===== src/rtl/alu_pkg.sv =====
// alu_pkg: shared opcode and FSM state definitions for alu_pipe and its helpers.
package alu_pkg;

  localparam logic [2:0] OP_ADD  = 3'b000;
  localparam logic [2:0] OP_MUL  = 3'b001;
  localparam logic [2:0] OP_AND  = 3'b010;
  localparam logic [2:0] OP_OR   = 3'b011;
  localparam logic [2:0] OP_XOR  = 3'b100;
  localparam logic [2:0] OP_NOTA = 3'b101;
  localparam logic [2:0] OP_SUB  = 3'b110;
  localparam logic [2:0] OP_ILL  = 3'b111;

  typedef enum logic [1:0] {
    ST_IDLE = 2'd0,  // no result held
    ST_BUSY = 2'd1,  // multiply in progress
    ST_DONE = 2'd2   // result held, out_valid high
  } state_e;

endpackage


===== src/rtl/alu_pipe_if.sv =====
// alu_pipe_if: operand and result handshake bundle for alu_pipe.
//   master: producer/consumer side (drives operands and out_ready)
//   slave : the ALU (drives in_ready, out_valid, result and flags)
interface alu_pipe_if #(
  parameter int unsigned WIDTH = 8
);
  logic               in_valid;
  logic               in_ready;
  logic [WIDTH-1:0]   A;
  logic [WIDTH-1:0]   B;
  logic [2:0]         OP;
  logic               out_valid;
  logic               out_ready;
  logic [2*WIDTH-1:0] result;
  logic               carry;
  logic               zero;
  logic               illegal;

  modport master (
    output in_valid, A, B, OP, out_ready,
    input  in_ready, out_valid, result, carry, zero, illegal
  );

  modport slave (
    input  in_valid, A, B, OP, out_ready,
    output in_ready, out_valid, result, carry, zero, illegal
  );
endinterface


===== src/rtl/alu_seq_mul.sv =====
// alu_seq_mul: iterative shift-add unsigned multiplier, one partial product per cycle.
// Ports:
//   CLK, rst_n : clock, synchronous active-low reset
//   start      : load a/b and begin (ignored semantics while busy are the caller's concern)
//   a, b       : multiplicand / multiplier
//   busy       : high for exactly WIDTH cycles after start
//   done       : pulses in the last busy cycle; product is valid in that cycle
//   product    : full 2*WIDTH product
module alu_seq_mul #(
  parameter int unsigned WIDTH = 8
) (
  input  logic               CLK,
  input  logic               rst_n,
  input  logic               start,
  input  logic [WIDTH-1:0]   a,
  input  logic [WIDTH-1:0]   b,
  output logic               busy,
  output logic               done,
  output logic [2*WIDTH-1:0] product
);
  localparam int unsigned CntW = $clog2(WIDTH + 1);
  localparam logic [CntW-1:0] CntInit = CntW'(WIDTH);
  localparam logic [CntW-1:0] CntLast = CntW'(1);

  logic                busy_q, busy_d;
  logic [CntW-1:0]     cnt_q, cnt_d;
  logic [2*WIDTH-1:0]  mcand_q, mcand_d;
  logic [WIDTH-1:0]    mplier_q, mplier_d;
  logic [2*WIDTH-1:0]  acc_q, acc_d;

  always_comb begin
    busy_d   = busy_q;
    cnt_d    = cnt_q;
    mcand_d  = mcand_q;
    mplier_d = mplier_q;
    acc_d    = acc_q;
    if (start) begin
      busy_d   = 1'b1;
      cnt_d    = CntInit;
      mcand_d  = {{WIDTH{1'b0}}, a};
      mplier_d = b;
      acc_d    = '0;
    end else if (busy_q) begin
      if (mplier_q[0]) acc_d = acc_q + mcand_q;
      mcand_d  = mcand_q << 1;
      mplier_d = mplier_q >> 1;
      cnt_d    = cnt_q - CntLast;
      if (cnt_q == CntLast) busy_d = 1'b0;
    end
  end

  always_ff @(posedge CLK) begin
    if (!rst_n) begin
      busy_q   <= 1'b0;
      cnt_q    <= '0;
      mcand_q  <= '0;
      mplier_q <= '0;
      acc_q    <= '0;
    end else begin
      busy_q   <= busy_d;
      cnt_q    <= cnt_d;
      mcand_q  <= mcand_d;
      mplier_q <= mplier_d;
      acc_q    <= acc_d;
    end
  end

  assign busy    = busy_q;
  assign done    = busy_q && (cnt_q == CntLast);
  // Next-state accumulator so the caller can register the product on the final iteration edge.
  assign product = acc_d;

endmodule


===== src/rtl/alu_pipe.sv =====
// alu_pipe: unsigned ALU with valid/ready handshakes on operand and result sides.
// Single-cycle ops complete in 1 cycle; MUL uses alu_seq_mul and takes WIDTH busy cycles.
// Ports:
//   CLK, rst_n : clock, synchronous active-low reset
//   bus        : alu_pipe_if slave (operands/opcode in, result/carry/zero/illegal out)
module alu_pipe
  import alu_pkg::*;
#(
  parameter int unsigned WIDTH = 8
) (
  input  logic       CLK,
  input  logic       rst_n,
  alu_pipe_if.slave  bus
);
  state_e             state_q, state_d;
  logic [2*WIDTH-1:0] result_q, result_d;
  logic               carry_q, carry_d;
  logic               zero_q, zero_d;
  logic               illegal_q, illegal_d;

  logic               accept;
  logic               mul_start, mul_busy, mul_done;
  logic [2*WIDTH-1:0] mul_product;
  logic [2*WIDTH-1:0] a_ext, b_ext, sum;
  logic [WIDTH:0]     diff;

  assign bus.in_ready = (state_q == ST_IDLE) || ((state_q == ST_DONE) && bus.out_ready);
  assign accept       = bus.in_valid && bus.in_ready;
  assign mul_start    = accept && (bus.OP == OP_MUL);

  assign a_ext = {{WIDTH{1'b0}}, bus.A};
  assign b_ext = {{WIDTH{1'b0}}, bus.B};
  assign sum   = a_ext + b_ext;
  // Extra top bit of the difference is the borrow (A < B).
  assign diff  = {1'b0, bus.A} - {1'b0, bus.B};

  alu_seq_mul #(
    .WIDTH (WIDTH)
  ) u_mul (
    .CLK     (CLK),
    .rst_n   (rst_n),
    .start   (mul_start),
    .a       (bus.A),
    .b       (bus.B),
    .busy    (mul_busy),
    .done    (mul_done),
    .product (mul_product)
  );

  always_comb begin
    state_d   = state_q;
    result_d  = result_q;
    carry_d   = carry_q;
    zero_d    = zero_q;
    illegal_d = illegal_q;
    unique case (state_q)
      ST_IDLE, ST_DONE: begin
        if (accept) begin
          if (bus.OP == OP_MUL) begin
            state_d = ST_BUSY;
          end else begin
            state_d   = ST_DONE;
            carry_d   = 1'b0;
            illegal_d = 1'b0;
            result_d  = '0;
            unique case (bus.OP)
              OP_ADD: begin
                result_d = sum;
                carry_d  = sum[WIDTH];
              end
              OP_SUB: begin
                result_d[WIDTH-1:0] = diff[WIDTH-1:0];
                carry_d             = diff[WIDTH];
              end
              OP_AND:  result_d[WIDTH-1:0] = bus.A & bus.B;
              OP_OR:   result_d[WIDTH-1:0] = bus.A | bus.B;
              OP_XOR:  result_d[WIDTH-1:0] = bus.A ^ bus.B;
              OP_NOTA: result_d[WIDTH-1:0] = ~bus.A;
              default: illegal_d = 1'b1;
            endcase
            zero_d = (result_d == '0);
          end
        end else if (state_q == ST_DONE && bus.out_ready) begin
          state_d = ST_IDLE;
        end
      end
      ST_BUSY: begin
        if (mul_done) begin
          state_d   = ST_DONE;
          result_d  = mul_product;
          carry_d   = 1'b0;
          illegal_d = 1'b0;
          zero_d    = (mul_product == '0);
        end else if (!mul_busy) begin
          // Multiplier lost its operation; never present a stale product.
          state_d = ST_IDLE;
        end
      end
      default: state_d = ST_IDLE;
    endcase
  end

  always_ff @(posedge CLK) begin
    if (!rst_n) begin
      state_q   <= ST_IDLE;
      result_q  <= '0;
      carry_q   <= 1'b0;
      zero_q    <= 1'b0;
      illegal_q <= 1'b0;
    end else begin
      state_q   <= state_d;
      result_q  <= result_d;
      carry_q   <= carry_d;
      zero_q    <= zero_d;
      illegal_q <= illegal_d;
    end
  end

  assign bus.out_valid = (state_q == ST_DONE);
  assign bus.result    = result_q;
  assign bus.carry     = carry_q;
  assign bus.zero      = zero_q;
  assign bus.illegal   = illegal_q;

endmodule


===== src/flat_wrapper.sv =====
// flat-port wrapper written by rule: the top's interface ports become plain ports
module alu_pipe_flat import alu_pkg::*;
#(
  parameter int unsigned WIDTH = 8
)
  (CLK, rst_n, bus_in_valid, bus_A, bus_B, bus_OP, bus_out_ready, bus_in_ready, bus_out_valid, bus_result, bus_carry, bus_zero, bus_illegal);
  alu_pipe_if #(.WIDTH(WIDTH)) bus_i ();
  input  logic CLK;
  input  logic rst_n;
  input wire logic [$bits(bus_i.in_valid)-1:0] bus_in_valid;
  input wire logic [$bits(bus_i.A)-1:0] bus_A;
  input wire logic [$bits(bus_i.B)-1:0] bus_B;
  input wire logic [$bits(bus_i.OP)-1:0] bus_OP;
  input wire logic [$bits(bus_i.out_ready)-1:0] bus_out_ready;
  output wire logic [$bits(bus_i.in_ready)-1:0] bus_in_ready;
  output wire logic [$bits(bus_i.out_valid)-1:0] bus_out_valid;
  output wire logic [$bits(bus_i.result)-1:0] bus_result;
  output wire logic [$bits(bus_i.carry)-1:0] bus_carry;
  output wire logic [$bits(bus_i.zero)-1:0] bus_zero;
  output wire logic [$bits(bus_i.illegal)-1:0] bus_illegal;
  assign bus_i.in_valid = bus_in_valid;
  assign bus_i.A = bus_A;
  assign bus_i.B = bus_B;
  assign bus_i.OP = bus_OP;
  assign bus_i.out_ready = bus_out_ready;
  assign bus_in_ready = bus_i.in_ready;
  assign bus_out_valid = bus_i.out_valid;
  assign bus_result = bus_i.result;
  assign bus_carry = bus_i.carry;
  assign bus_zero = bus_i.zero;
  assign bus_illegal = bus_i.illegal;
  alu_pipe #(.WIDTH(WIDTH)) u_core (.CLK(CLK), .rst_n(rst_n), .bus(bus_i));
endmodule

===== config.mk =====
export PLATFORM = sky130hd
export DESIGN_NAME = alu_pipe_flat
export DESIGN_NICKNAME = d
export VERILOG_FILES = /design/src/rtl/alu_pkg.sv /design/src/rtl/alu_pipe_if.sv /design/src/rtl/alu_seq_mul.sv /design/src/rtl/alu_pipe.sv /design/src/flat_wrapper.sv
export SDC_FILE = /design/constraint.sdc
export NUM_CORES = 1
export LEC_CHECK = 0
export CAP_MARGIN = 20
export CORE_MARGIN = 3
export CORE_UTILIZATION = 36
export DETAILED_ROUTE_END_ITERATION = 8
export DONT_BUFFER_PORTS = 1
export PLACE_DENSITY_LB_ADDON = 0.3
export SLEW_MARGIN = 10
export SYNTH_ARGS = -nofsm -noshare
export SYNTH_HDL_FRONTEND = slang
export SYNTH_SLANG_ARGS = --single-unit

===== constraint.sdc =====
create_clock -name CLK -period 10.05 [get_ports CLK]
set_clock_uncertainty 0.15 [all_clocks]
set_input_delay 3.015 -clock CLK [delete_from_list [all_inputs] [get_ports CLK]]
set_output_delay 3.015 -clock CLK [all_outputs]
set_load 0.03 [all_outputs]

# After elaboration in Yosys (flattened, before gate mapping)
# Index checks and enable logic that the tools add are counted.
# op_classes
addsub	4
n_eq_ne	14
mux	43
bitwise	5
n_reduce_logical	16
# ops
operator	count
$mux 16	6
$mux 8	11
$pmux 8 s6	1
$logic_not 16->1	2
$pmux 16 s2	1
$add 16x16->16	1
$mux 1	12
$mux 2	5
$add 8x8->9	1
$eq 3x3->1 const B	3
$sub 8x8->9	1
$and 8x8->8	1
$mux 4	2
$not 8->8	1
$or 8x8->8	1
$pmux 1 s2	4
$xor 8x8->8	1
$eq 3x2->1 const B	2
$reduce_or 6->1	1
$eq 4x1->1 const B	1
$logic_and 1x1->1	4
$ne 2x1->1 const B	2
$pmux 2 s2	1
$reduce_and 4->1	1
14 further kinds	16
# word_totals
regBits	66
inputBits	23
output_inout_bits	21

# Depth between registers and ports, before layout
# Gate-level depths: netlist (run 1).
# logic_depth
word_depth	10
ltp_mapped	13
depth_no_buf	13

# Modules after synthesis
# From an unflattened synthesis (run 1), not the netlist that was laid out.
# unflattened
cells_unflattened	629
area_unflattened_um2	5028.6
# modules_own_cells
module	instances	cells_per_inst	area_each_um2	seq_area_each_um2
alu_seq_mul	1	342	2797.7	900.9
alu_pipe	1	287	2230.9	420.4

# Least setup slack after synthesis (run 1)
# OpenSTA, ideal clock, no wires.
# synth_path
path_type	input-to-output
startpoint	input port bus_out_ready
endpoint	output port bus_in_ready
arrival_ns	3.606
required_ns	6.885
slack_ns	3.279
path_stages	2
cell_sequence	inv_1 > a21oi_1
# synth_via
elab_chain_cells	2
# synth_rtl
item	line_no	text
start, declared	flat_wrapper.sv:14	input wire logic [$bits(bus_i.out_ready)-1:0] bus_out_ready;
$logic_and 1x1->1	alu_pipe.sv:27	assign bus.in_ready = (state_q == ST_IDLE) || ((state_q == ST_DONE) && bus.out_ready);
$logic_or 1x1->1	alu_pipe.sv:27	
end, declared	flat_wrapper.sv:15	output wire logic [$bits(bus_i.in_ready)-1:0] bus_in_ready;
# Every way passes these cells.

# Final worst setup path (run 1)
# Same ends and word-level chain as after synthesis.

==> results of run 1 <==
[power groups by stage]
| stage | clock network, µW | logic [µW] | registers [µW] |
|---|---|---|---|
| 2_1_floorplan | 0 | 76.9 | 285 |
| 3_5_place_dp | 0 | 89.2 | 289 |
| 5_1_grt | 329 | 101 | 284 |
| 6_report | 314 | 90.7 | 283 |
| 3_3_place_gp | 0 | 87.2 | 288 |
| 4_1_cts | 318 | 89.8 | 283 |
[registers in the layout, summed over array words and instances, names as in the netlist]
register / count
u_core.u_mul.busy: 1
u_core.u_mul.mplier_q: 8
u_core.bus.result: 16
u_core.state_q: 2
u_core.bus.illegal: 1
u_core.u_mul.mcand_q: 16
u_core.bus.carry: 1
u_core.u_mul.cnt_q: 4
u_core.u_mul.acc_q: 16
u_core.bus.zero: 1
[cell type report]
| type | instances | share of cell area |
|---|---|---|
| repair buffers | 5 | 0.00735 |
| flip-flops and latches | 66 | 0.259 |
| clock buffers | 10 | 0.0448 |
| well taps | 172 | 0.0421 |
| clock inverters | 6 | 0.0132 |
| multi-input cells | 458 | 0.608 |
| inverters | 35 | 0.0257 |
[per-stage QoR]
step                      instances  instance area, µm²  hold slack [ps]
after detailed placement        736                4810              335
after floorplan                 592                4710              311
after global placement          736                4810              326
final                           752                5110              343
after global routing            752                5110              357
after CTS                       752                5110              345
[layer usage]
metal,up-vias,GRT usage,part of all wire
met5,-,0,0
met4,0,0.0482,0.017
met3,16,0.0458,0.055
met2,106,0.280,0.46
met1,1983,0.228,0.47
li1,2099,-,-
[Yosys cell counts, types with 4 or more instances]
cell type  number  area, µm²
nor2_1         78        293
dfxtp_1        66       1320
a21oi_1        44        220
nand2_1        43        161
ha_1           41        513
inv_1          33        124
mux2i_1        28        280
o21ai_0        21        105
nor3_1         20        100
a211oi_1       18        135
clkbuf_1       15       56.3
and3_1         13       81.3
a22oi_1        10       75.1
buf_1          10       37.5
or3_1          10       62.6
xnor2_1        10       87.6
a31oi_1         8       50.1
and2_1          8       50.1
nand2b_1        8       50.1
nand3_1         7       35.0
nor2b_1         6       37.5
a21o_1          5       37.5
nor4b_1         5       43.8
o22ai_1         5       31.3
buf_2           4       20.0
o221ai_1        4       35.0
[kinds of logic after synthesis]
kind of cell               count (synthesis)  share of synthesized area
xor gates and xnor gates                  13                     0.0242
muxes                                     31                     0.0691
and+or+nand+nor                          218                      0.230
DFF                                       66                      0.281
adders and majority gates                 44                      0.122
buffers and inverters                     68                     0.0593
AOI/OAI and AO/OA                        152                      0.215
[worst max-delay path by stage]
stage | startpoint | endpoint | slack [ps]
6_report | bus_out_ready | bus_in_ready | 3230
5_1_grt | bus_out_ready | bus_in_ready | 3200
4_1_cts | bus_out_ready | bus_in_ready | 3230
3_5_place_dp | bus_out_ready | bus_in_ready | 3230
3_3_place_gp | bus_out_ready | bus_in_ready | 3240
2_1_floorplan | bus_out_ready | bus_in_ready | 3280
==> results.txt, run 1 <==
----------------------------------------------------
[Layout]
  Diodes inserted ... 0
  Layout fillers ... 1344
  Area of the multi-input gates ... 3110 µm²
  Most common cell after layout, fill and taps aside ... nor2_1
  Register Area ... 1320 µm²
  Proportion of layout cells with a drive suffix above 1 ... 0.0552
  Net total in the final layout ... 642
  Top library cells by usage in the layout, fill and taps aside ... 78 x nor2_1, 66 x dfxtp_1, 44 x a21oi_1
  End-of-flow core utilization ... 0.402
  Area overhead of the layout relative to synthesis ... 8.53%

[Timing]
  Setup TNS ... 0 ps
  Unrepaired setup endpoints after global routing ... false
  PnR worst setup slack ... 3230 ps
  Time the worst path needs with I/O delays and setup ... 6820 ps
  Normalized max-slew margin ... 0.420
  Fin. max-slew vios ... 0
  Fmax ... 147 MHz
  Final hold violations ... 0
  Portion of the clock cycle consumed by the worst path in the final layout ... 0.679
  Final-report setup violation count ... 0
  Slew at the pin with the worst max-slew slack ... 868 ps

[Power]
  Peak supply drop ... 0.0000815 V
  Flop pwr share ... 0.412
  Post-layout total power ... 688 µW
  Power density of the placed cells ... 135 nW/µm²
  Part of the total power dissipated in the clock network ... 0.457
  Net switching component of the power ... 190 µW
  Total internal power ... 498 µW
  Leakage power figure ... 0.00207 µW
  Relative contribution of combinational cells to total power ... 0.132
  Switching share of power ... 0.276

[Routing]
  Via density per instance ... 5.59
  Final antenna-violating net count ... 0
  Pre-Repair DR Iteration Count ... 5
  Vias after detailed routing ... 4204
  Number of DRC markers after the initial detailed-route iteration ... 246
  DRC ... 0
  Mean routed wirelength per cell ... 16.6 µm
  Total routed wirelength ... 12.5 mm

[GRT]
  First-pass GRT wire length ... 20.7 mm
  Global route total overflow ... 0
  Global-route usage over all layers ... 0.173
  Pin count of the biggest net entering global routing ... 46
  Number of antenna violations at the first check in global routing ... 0
  Via count of the first global-routing pass ... 4098

[Critical path]
  Worst Path Required ... 6890 ps
  Launch point of the worst reg-to-reg path ... u_core.u_mul.busy
  Critical Path End Type ... primary output
  Longest individual stage delay on the worst path ... 610 ps
  Worst path arrival time ... 3660 ps
  Cells on worst reg2reg path ... 10
  Critical path cell sequence ... inv_1 -> a21oi_1
  Worst Path Buf+Inv ... 1
  Nature of the critical path startpoint ... input port
  Family with the most delay on the worst path ... compound AO/OA/AOI/OAI gates
  Stages on worst setup path ... 2
  Kind of critical path ... input port to primary output
  Critical-path cell with the highest stage delay ... a21oi_1
  Setup slack, reg-to-reg ... 6080 ps
  Reg-to-Reg End ... u_core.bus.zero
  Maximum fanout along the worst path ... 3

[Clock tree]
  Total number of H-tree levels ... 3
  Clk sinks ... 66
  Post-CTS Repair Setup Buffers ... 0
  Root cell of the clock tree ... clkbuf_16
  CTS Hold Buffers Added ... 0
  Clock latency on the worst-skew pair ... 330 ps
  Post-CTS clock slew at the launch and capture registers of the worst setup and hold paths ... 60 ps
  TritonCTS clock tree ... yes
  CTS-repair resized insts ... 0
  Clock Path Buffers ... 2
  Total clock buffers created by CTS ... 9

[Logic synthesis]
  Primary flip-flop cell chosen by synthesis mapping ... dfxtp_1
  Fraction of the yosys area taken by sequential cells ... 0.281
  Post-synth net total ... 659
  Flops & latches, synth ... 66
  Number of distinct library cell variants in the gate-level netlist after synthesis ... 70
  EDFF count, synth ... 0
  Count of synthesis-stage warnings from yosys ... 0
  Gate count of the mapped netlist ... 592
  Fraction of synthesis flops using an asynchronous set or reset pin ... 0
  Average cell area after synthesis ... 7.95 µm²
  Synthesized cell area ... 4710 µm²

[Die]
  Die Span X ... 120 µm
  Boundary pin count ... 44
  Initial standard-cell utilization of the core ... 0.370
  Full die area ... 14500 µm²
  Die Y ... 120 µm
  Core Area ... 12700 µm²
  Row count ... 41

[Hold path]
  Worst Hold Endpoint ... u_core.u_mul.mplier_q[7]
  Hold path startpoint ... u_core.u_mul.mplier_q[7]
  Worst min-delay path category ... flop to flop
  Hold Path Depth ... 2

[Status]
  Result of the run ... completed

[Placed design]
  Post-DP HPWL ... 9.19 mm
  Number of input and output port buffers inserted ... 0
  DP Worst Slack ... 3230 ps
  Final estimated routing congestion in global placement ... 0.882

[Flow run]
  # Max-Cap Violations ... 0

----------------------------------------------------
Note: power is estimated with default switching activity, not from simulation.
==> run 2, diff against run 1 <==
==> constraint.sdc (replaced) <==
create_clock -name CLK -period 6.6 [get_ports CLK]
set_clock_uncertainty 0.15 [all_clocks]
set_input_delay 1.98 -clock CLK [delete_from_list [all_inputs] [get_ports CLK]]
set_output_delay 1.98 -clock CLK [all_outputs]
set_load 0.03 [all_outputs]
==> results.txt, run 2 (synthesis gave the netlist of run 1 again) <==
----------------------------------------------------
[Timing]
  Final-report setup violation count ... 0 (unchanged)
  Time the worst path needs with I/O delays and setup ... 4960 ps
  Fin. max-slew vios ... 0 (unchanged)
  Hold WS ... 339 ps (-3.72 ps)
  Unrepaired setup endpoints after global routing ... false
  PnR worst setup slack ... 1640 ps (-1580 ps)
  Final hold violations ... 0 (unchanged)
  Slew at the pin with the worst max-slew slack ... 876 ps (+8.38 ps)
  Normalized max-slew margin ... 0.414 (-0.00560)
  Portion of the clock cycle consumed by the worst path in the final layout ... 0.751
  Setup TNS ... 0 ps (unchanged)
  Fmax ... 202 MHz

[Layout]
  Most common cell after layout, fill and taps aside ... nor2_1
  Net total in the final layout ... 642 (unchanged)
  Diodes inserted ... 0 (unchanged)
  Area overhead of the layout relative to synthesis ... 10.2%
  Top library cells by usage in the layout, fill and taps aside ... 78 x nor2_1, 66 x dfxtp_1, 44 x a21oi_1
  Proportion of layout cells with a drive suffix above 1 ... 0.0569 (+0.00172)
  End-of-flow core utilization ... 0.408 (+0.00629)

[Flow run]
  # Max-Cap Violations ... 0 (unchanged)

[Clock tree]
  Total clock buffers created by CTS ... 9 (unchanged)
  Clk sinks ... 66 (unchanged)
  Total number of H-tree levels ... 3 (unchanged)
  Root cell of the clock tree ... clkbuf_16
  CTS-repair resized insts ... 0 (unchanged)
  Post-CTS Repair Setup Buffers ... 0 (unchanged)
  Clock latency on the worst-skew pair ... 340 ps (about the same)
  TritonCTS clock tree ... yes
  Clock Path Buffers ... 2 (unchanged)
  Post-CTS clock slew at the launch and capture registers of the worst setup and hold paths ... 60 ps (about the same)
  CTS Hold Buffers Added ... 0 (unchanged)

[Status]
  Result of the run ... completed

[Critical path]
  Worst path arrival time ... 5050 ps (+1390 ps)
  Setup slack, reg-to-reg ... 2980 ps (-3100 ps)
  Nature of the critical path startpoint ... input port
  Worst Path Required ... 6700 ps (-190 ps)
  Cells on worst reg2reg path ... 8 (-2)
  Reg-to-Reg End ... u_core.bus.zero
  Critical Path End Type ... flop
  Launch point of the worst reg-to-reg path ... u_core.state_q[1]
  Kind of critical path ... input port to flop
  Maximum fanout along the worst path ... 14 (+11)

[Power]
  Peak supply drop ... 0.000130 V (+60%)
  Power density of the placed cells ... 225 nW/µm² (+67%)
  Leakage power figure ... 0.00212 µW (+2.1%)

[GRT]
  Global route total overflow ... 0 (unchanged)
  Via count of the first global-routing pass ... 4149 (+1.2%)
  Pin count of the biggest net entering global routing ... 46 (unchanged)
  First-pass GRT wire length ... 21.4 mm (+3.7%)
  Global-route usage over all layers ... 0.183 (+0.00962)
  Number of antenna violations at the first check in global routing ... 0 (unchanged)

[Die]
  Die Y ... 120 µm (unchanged)
  Core Area ... 12700 µm² (unchanged)
  Initial standard-cell utilization of the core ... 0.370 (unchanged)
  Boundary pin count ... 44 (unchanged)
  Row count ... 41 (unchanged)
  Full die area ... 14500 µm² (unchanged)
  Die Span X ... 120 µm (unchanged)

[Placed design]
  DP Worst Slack ... 1300 ps (-1930 ps)
  Final estimated routing congestion in global placement ... 0.881 (about the same)
  Number of input and output port buffers inserted ... 0 (unchanged)
  Post-DP HPWL ... 9.27 mm (+0.90%)

[Hold path]
  Worst min-delay path category ... flop to flop
  Hold Path Depth ... 2 (unchanged)
  Hold path startpoint ... u_core.u_mul.mplier_q[7]
  Worst Hold Endpoint ... u_core.u_mul.mplier_q[7]

[Routing]
  Via density per instance ... 5.61 (+0.43%)
  Mean routed wirelength per cell ... 16.9 µm (+1.5%)
  Total routed wirelength ... 12.7 mm (+1.5%)
  DRC ... 0 (unchanged)
  Vias after detailed routing ... 4222 (+0.43%)
  Final antenna-violating net count ... 0 (unchanged)
  Number of DRC markers after the initial detailed-route iteration ... 363 (+48%)
  Pre-Repair DR Iteration Count ... 6 (+1)

----------------------------------------------------
run 2: stage by stage:
stage / power, µW / cell area, µm² / std cells
after floorplan: 551 / 4710 / 592
after global placement: 573 / 4810 / 736
after detailed placement: 575 / 4810 / 736
after CTS: 1180 / 5190 / 752
after global routing: 1220 / 5190 / 752
final: 1170 / 5190 / 752
run 2: worst max-delay path by stage:
| stage | from | to | cells past startpoint |
|---|---|---|---|
| 6_report | bus_out_ready | u_core.bus.zero | 9 |
| 5_1_grt | bus_out_ready | u_core.bus.zero | 9 |
| 4_1_cts | bus_out_ready | u_core.bus.zero | 9 |
| 3_5_place_dp | bus_out_ready | u_core.bus.zero | 9 |
| 3_3_place_gp | bus_out_ready | u_core.bus.zero | 9 |
| 2_1_floorplan | bus_out_ready | u_core.bus.zero | 9 |
run 2: power by group:
group,total (µW),switching (µW),internal (µW)
sequential,430,20.1,410
clock,601,182,419
combinational,138,82.4,55.6
total,1170,285,884
run 2: layout make-up:
class	count	area (µm²)
clock inverter	6	138
clock buffer	10	239
multi-input combinational	458	3110
inverter	35	131
fill	1339	7530
timing repair buffer	5	37.5
sequential	66	1320
tap	172	215
run 2: layer usage:
metal,wire (µm),GRT usage,up-vias
met5,0,0,-
met1,5810,0.232,1974
met2,5790,0.301,126
met4,269,0.0630,0
li1,-,-,2103
met3,829,0.0472,19
run 2: critical path: stages:
cell and delay [ps]:
inv_1 30, a21oi_1 640, nand3_1 610, and2_1 370
nor4_4 250, o2111ai_1 140, or4_1 410, or4_1 420
o41ai_2 200
==> run 3, diff against run 2 <==
==> constraint.sdc (replaced) <==
create_clock -name CLK -period 4.6 [get_ports CLK]
set_clock_uncertainty 0.15 [all_clocks]
set_input_delay 1.38 -clock CLK [delete_from_list [all_inputs] [get_ports CLK]]
set_output_delay 1.38 -clock CLK [all_outputs]
set_load 0.03 [all_outputs]
==> results.txt, run 3 (synthesis gave the netlist of run 1 again) <==
----------------------------------------------------
[Timing]
  Portion of the clock cycle consumed by the worst path in the final layout ... 0.847
  Final-report setup violation count ... 0 (unchanged)
  Final hold violations ... 0 (unchanged)
  Setup TNS ... 0 ps (unchanged)
  Slew at the pin with the worst max-slew slack ... 799 ps (-77.6 ps)
  Time the worst path needs with I/O delays and setup ... 3900 ps
  Unrepaired setup endpoints after global routing ... false
  Normalized max-slew margin ... 0.467 (+0.0524)
  Fmax ... 257 MHz
  Fin. max-slew vios ... 0 (unchanged)

[Die]
  Initial standard-cell utilization of the core ... 0.370 (unchanged)
  Die Span X ... 120 µm (unchanged)
  Row count ... 41 (unchanged)
  Die Y ... 120 µm (unchanged)
  Core Area ... 12700 µm² (unchanged)
  Boundary pin count ... 44 (unchanged)
  Full die area ... 14500 µm² (unchanged)

[Layout]
  Net total in the final layout ... 648 (+0.93%)
  Register Area ... 1320 µm² (unchanged)
  Most common cell after layout, fill and taps aside ... nor2_1
  Area of the multi-input gates ... 3110 µm² (unchanged)
  Top library cells by usage in the layout, fill and taps aside ... 78 x nor2_1, 66 x dfxtp_1, 44 x a21oi_1
  Layout fillers ... 1378 (+2.9%)
  Proportion of layout cells with a drive suffix above 1 ... 0.0632 (+0.00635)
  Diodes inserted ... 0 (unchanged)
  Area overhead of the layout relative to synthesis ... 8.96%

[Routing]
  Total routed wirelength ... 12.8 mm (+0.77%)
  Pre-Repair DR Iteration Count ... 5 (-1)
  Number of DRC markers after the initial detailed-route iteration ... 244 (-33%)
  Total length of routed met2 wires ... 6.04 mm (+4.2%)
  DRC ... 0 (unchanged)
  Mean routed wirelength per cell ... 16.9 µm (+0.11%)
  Vias after detailed routing ... 4226 (+0.095%)
  Met1 layer wirelength in the final routing ... 5.83 mm (+0.43%)
  Via density per instance ... 5.58 (-0.57%)
  Final antenna-violating net count ... 0 (unchanged)
  Uppermost routed layer ... met4
  Routed length on met3 ... 746 µm (-10%)

[Critical path]
  Kind of critical path ... input port to flop
  Maximum fanout along the worst path ... 4 (-10)
  Worst path arrival time ... 3970 ps (-1080 ps)
  Launch point of the worst reg-to-reg path ... u_core.u_mul.busy
  Longest individual stage delay on the worst path ... 500 ps (-140 ps)
  Critical Path End Type ... flop
  Reg-to-Reg End ... u_core.bus.zero
  Setup slack, reg-to-reg ... 1190 ps (-1790 ps)
  Most Frequent Cell on Critical Path ... inv_1
  Critical-path cell with the highest stage delay ... or4_1
  Critical path cell sequence ... ha_1 -> inv_1 -> fa_1 -> inv_1 -> mux4_2 -> o21a_1 -> or4_1 -> or3_1 -> nor3_1 -> a31oi_1 -> o41ai_2
  Cells on worst reg2reg path ... 9 (+1)
  Nature of the critical path startpoint ... input port
  Worst Path Required ... 4680 ps (-2020 ps)

[Placed design]
  Number of input and output port buffers inserted ... 0 (unchanged)
  Post-DP HPWL ... 9.63 mm (+3.9%)
  Final estimated routing congestion in global placement ... 0.933 (+5.9%)

[Clock tree]
  TritonCTS clock tree ... yes
  CTS-repair resized insts ... 0 (unchanged)
  Post-CTS clock slew at the launch and capture registers of the worst setup and hold paths ... 50 ps (about the same)
  Clock latency on the worst-skew pair ... 330 ps (about the same)
  Post-CTS Repair Setup Buffers ... 0 (unchanged)
  Clk sinks ... 66 (unchanged)
  Root cell of the clock tree ... clkbuf_16
  Clock Path Buffers ... 2 (unchanged)
  Total clock buffers created by CTS ... 9 (unchanged)
  Total number of H-tree levels ... 3 (unchanged)
  CTS Hold Buffers Added ... 0 (unchanged)

[Power]
  Power density of the placed cells ... 282 nW/µm² (+25%)
  Post-layout total power ... 1450 µW (+24%)
  Leakage power figure ... 0.00210 µW (-0.80%)
  Peak supply drop ... 0.000171 V (+32%)

[Hold path]
  Hold path startpoint ... u_core.u_mul.mplier_q[7]
  Worst min-delay path category ... flop to flop
  Worst Hold Endpoint ... u_core.u_mul.mplier_q[7]
  Hold Path Depth ... 2 (unchanged)

[GRT]
  Pin count of the biggest net entering global routing ... 46 (unchanged)
  Number of antenna violations at the first check in global routing ... 0 (unchanged)
  First-pass GRT wire length ... 21.2 mm (-1.0%)
  Via count of the first global-routing pass ... 4140 (-0.22%)
  Global route total overflow ... 0 (unchanged)
  Global-route usage over all layers ... 0.181 (-0.00229)

[Status]
  Result of the run ... completed

[Flow run]
  # Max-Cap Violations ... 0 (unchanged)

----------------------------------------------------
-- run 3: cell types whose count changed in the layout (fill, tap and decap cells not counted) --
cell	before	now
clkbuf_8	1	2
clkbuf_1	0	1
clkinv_2	0	3
bufinv_16	4	0
buf_4	5	11
clkinv_4	2	0
-- run 3: per-stage QoR --
step | util | hold slack [ps] | cells | worst slack [ps] | cell area [µm²]
6_report | 0.403 | 340 | 757 | 705 | 5130
5_1_grt | 0.403 | 362 | 757 | 542 | 5130
4_1_cts | 0.403 | 345 | 757 | 696 | 5130
3_5_place_dp | 0.382 | 334 | 742 | 356 | 4860
3_3_place_gp | 0.382 | 331 | 742 | 407 | 4860
2_1_floorplan | - | 311 | 592 | 482 | 4710
-- run 3: layer usage --
| metal | GRT usage | vias to the layer above |
|---|---|---|
| li1 | - | 2108 |
| met1 | 0.229 | 2014 |
| met2 | 0.299 | 86 |
| met3 | 0.0491 | 18 |
| met4 | 0.0545 | 0 |
| met5 | 0 | - |
-- run 3: cell type report --
| class | count | share of cell area |
|---|---|---|
| timing repair buffer | 11 | 0.0161 |
| inverter | 35 | 0.0256 |
| multi-input combinational | 458 | 0.606 |
| sequential | 66 | 0.258 |
| clock buffer | 12 | 0.0500 |
| clock inverter | 3 | 0.00293 |
| tap | 172 | 0.0420 |
-- run 3: worst max-delay path by stage --
stage / from / end / slack (ps) / cells after the start
finish: bus_B[0] / u_core.bus.zero / 700 / 11
CTS: bus_B[0] / u_core.bus.zero / 700 / 11
global route: bus_A[0] / u_core.bus.zero / 540 / 11
global placement: bus_B[0] / u_core.bus.zero / 410 / 11
detailed placement: bus_B[0] / u_core.bus.zero / 360 / 11
floorplan: bus_out_ready / u_core.bus.zero / 480 / 9
-- run 3: where the power goes --
part	switching, µW	internal [µW]
clock	240	388
sequential	30.5	588
combinational	120	81.5
-- run 3: worst max-delay path, delay by kind of cell --
| kind | cells | cell delay [ps] |
|---|---|---|
| AO/OA/AOI/OAI | 3 | 390 |
| multiplexers | 1 | 430 |
| adder cells (fa/ha/maj) | 2 | 630 |
| AND/OR/NAND/NOR | 3 | 1030 |
| buffers and inverters | 2 | 110 |
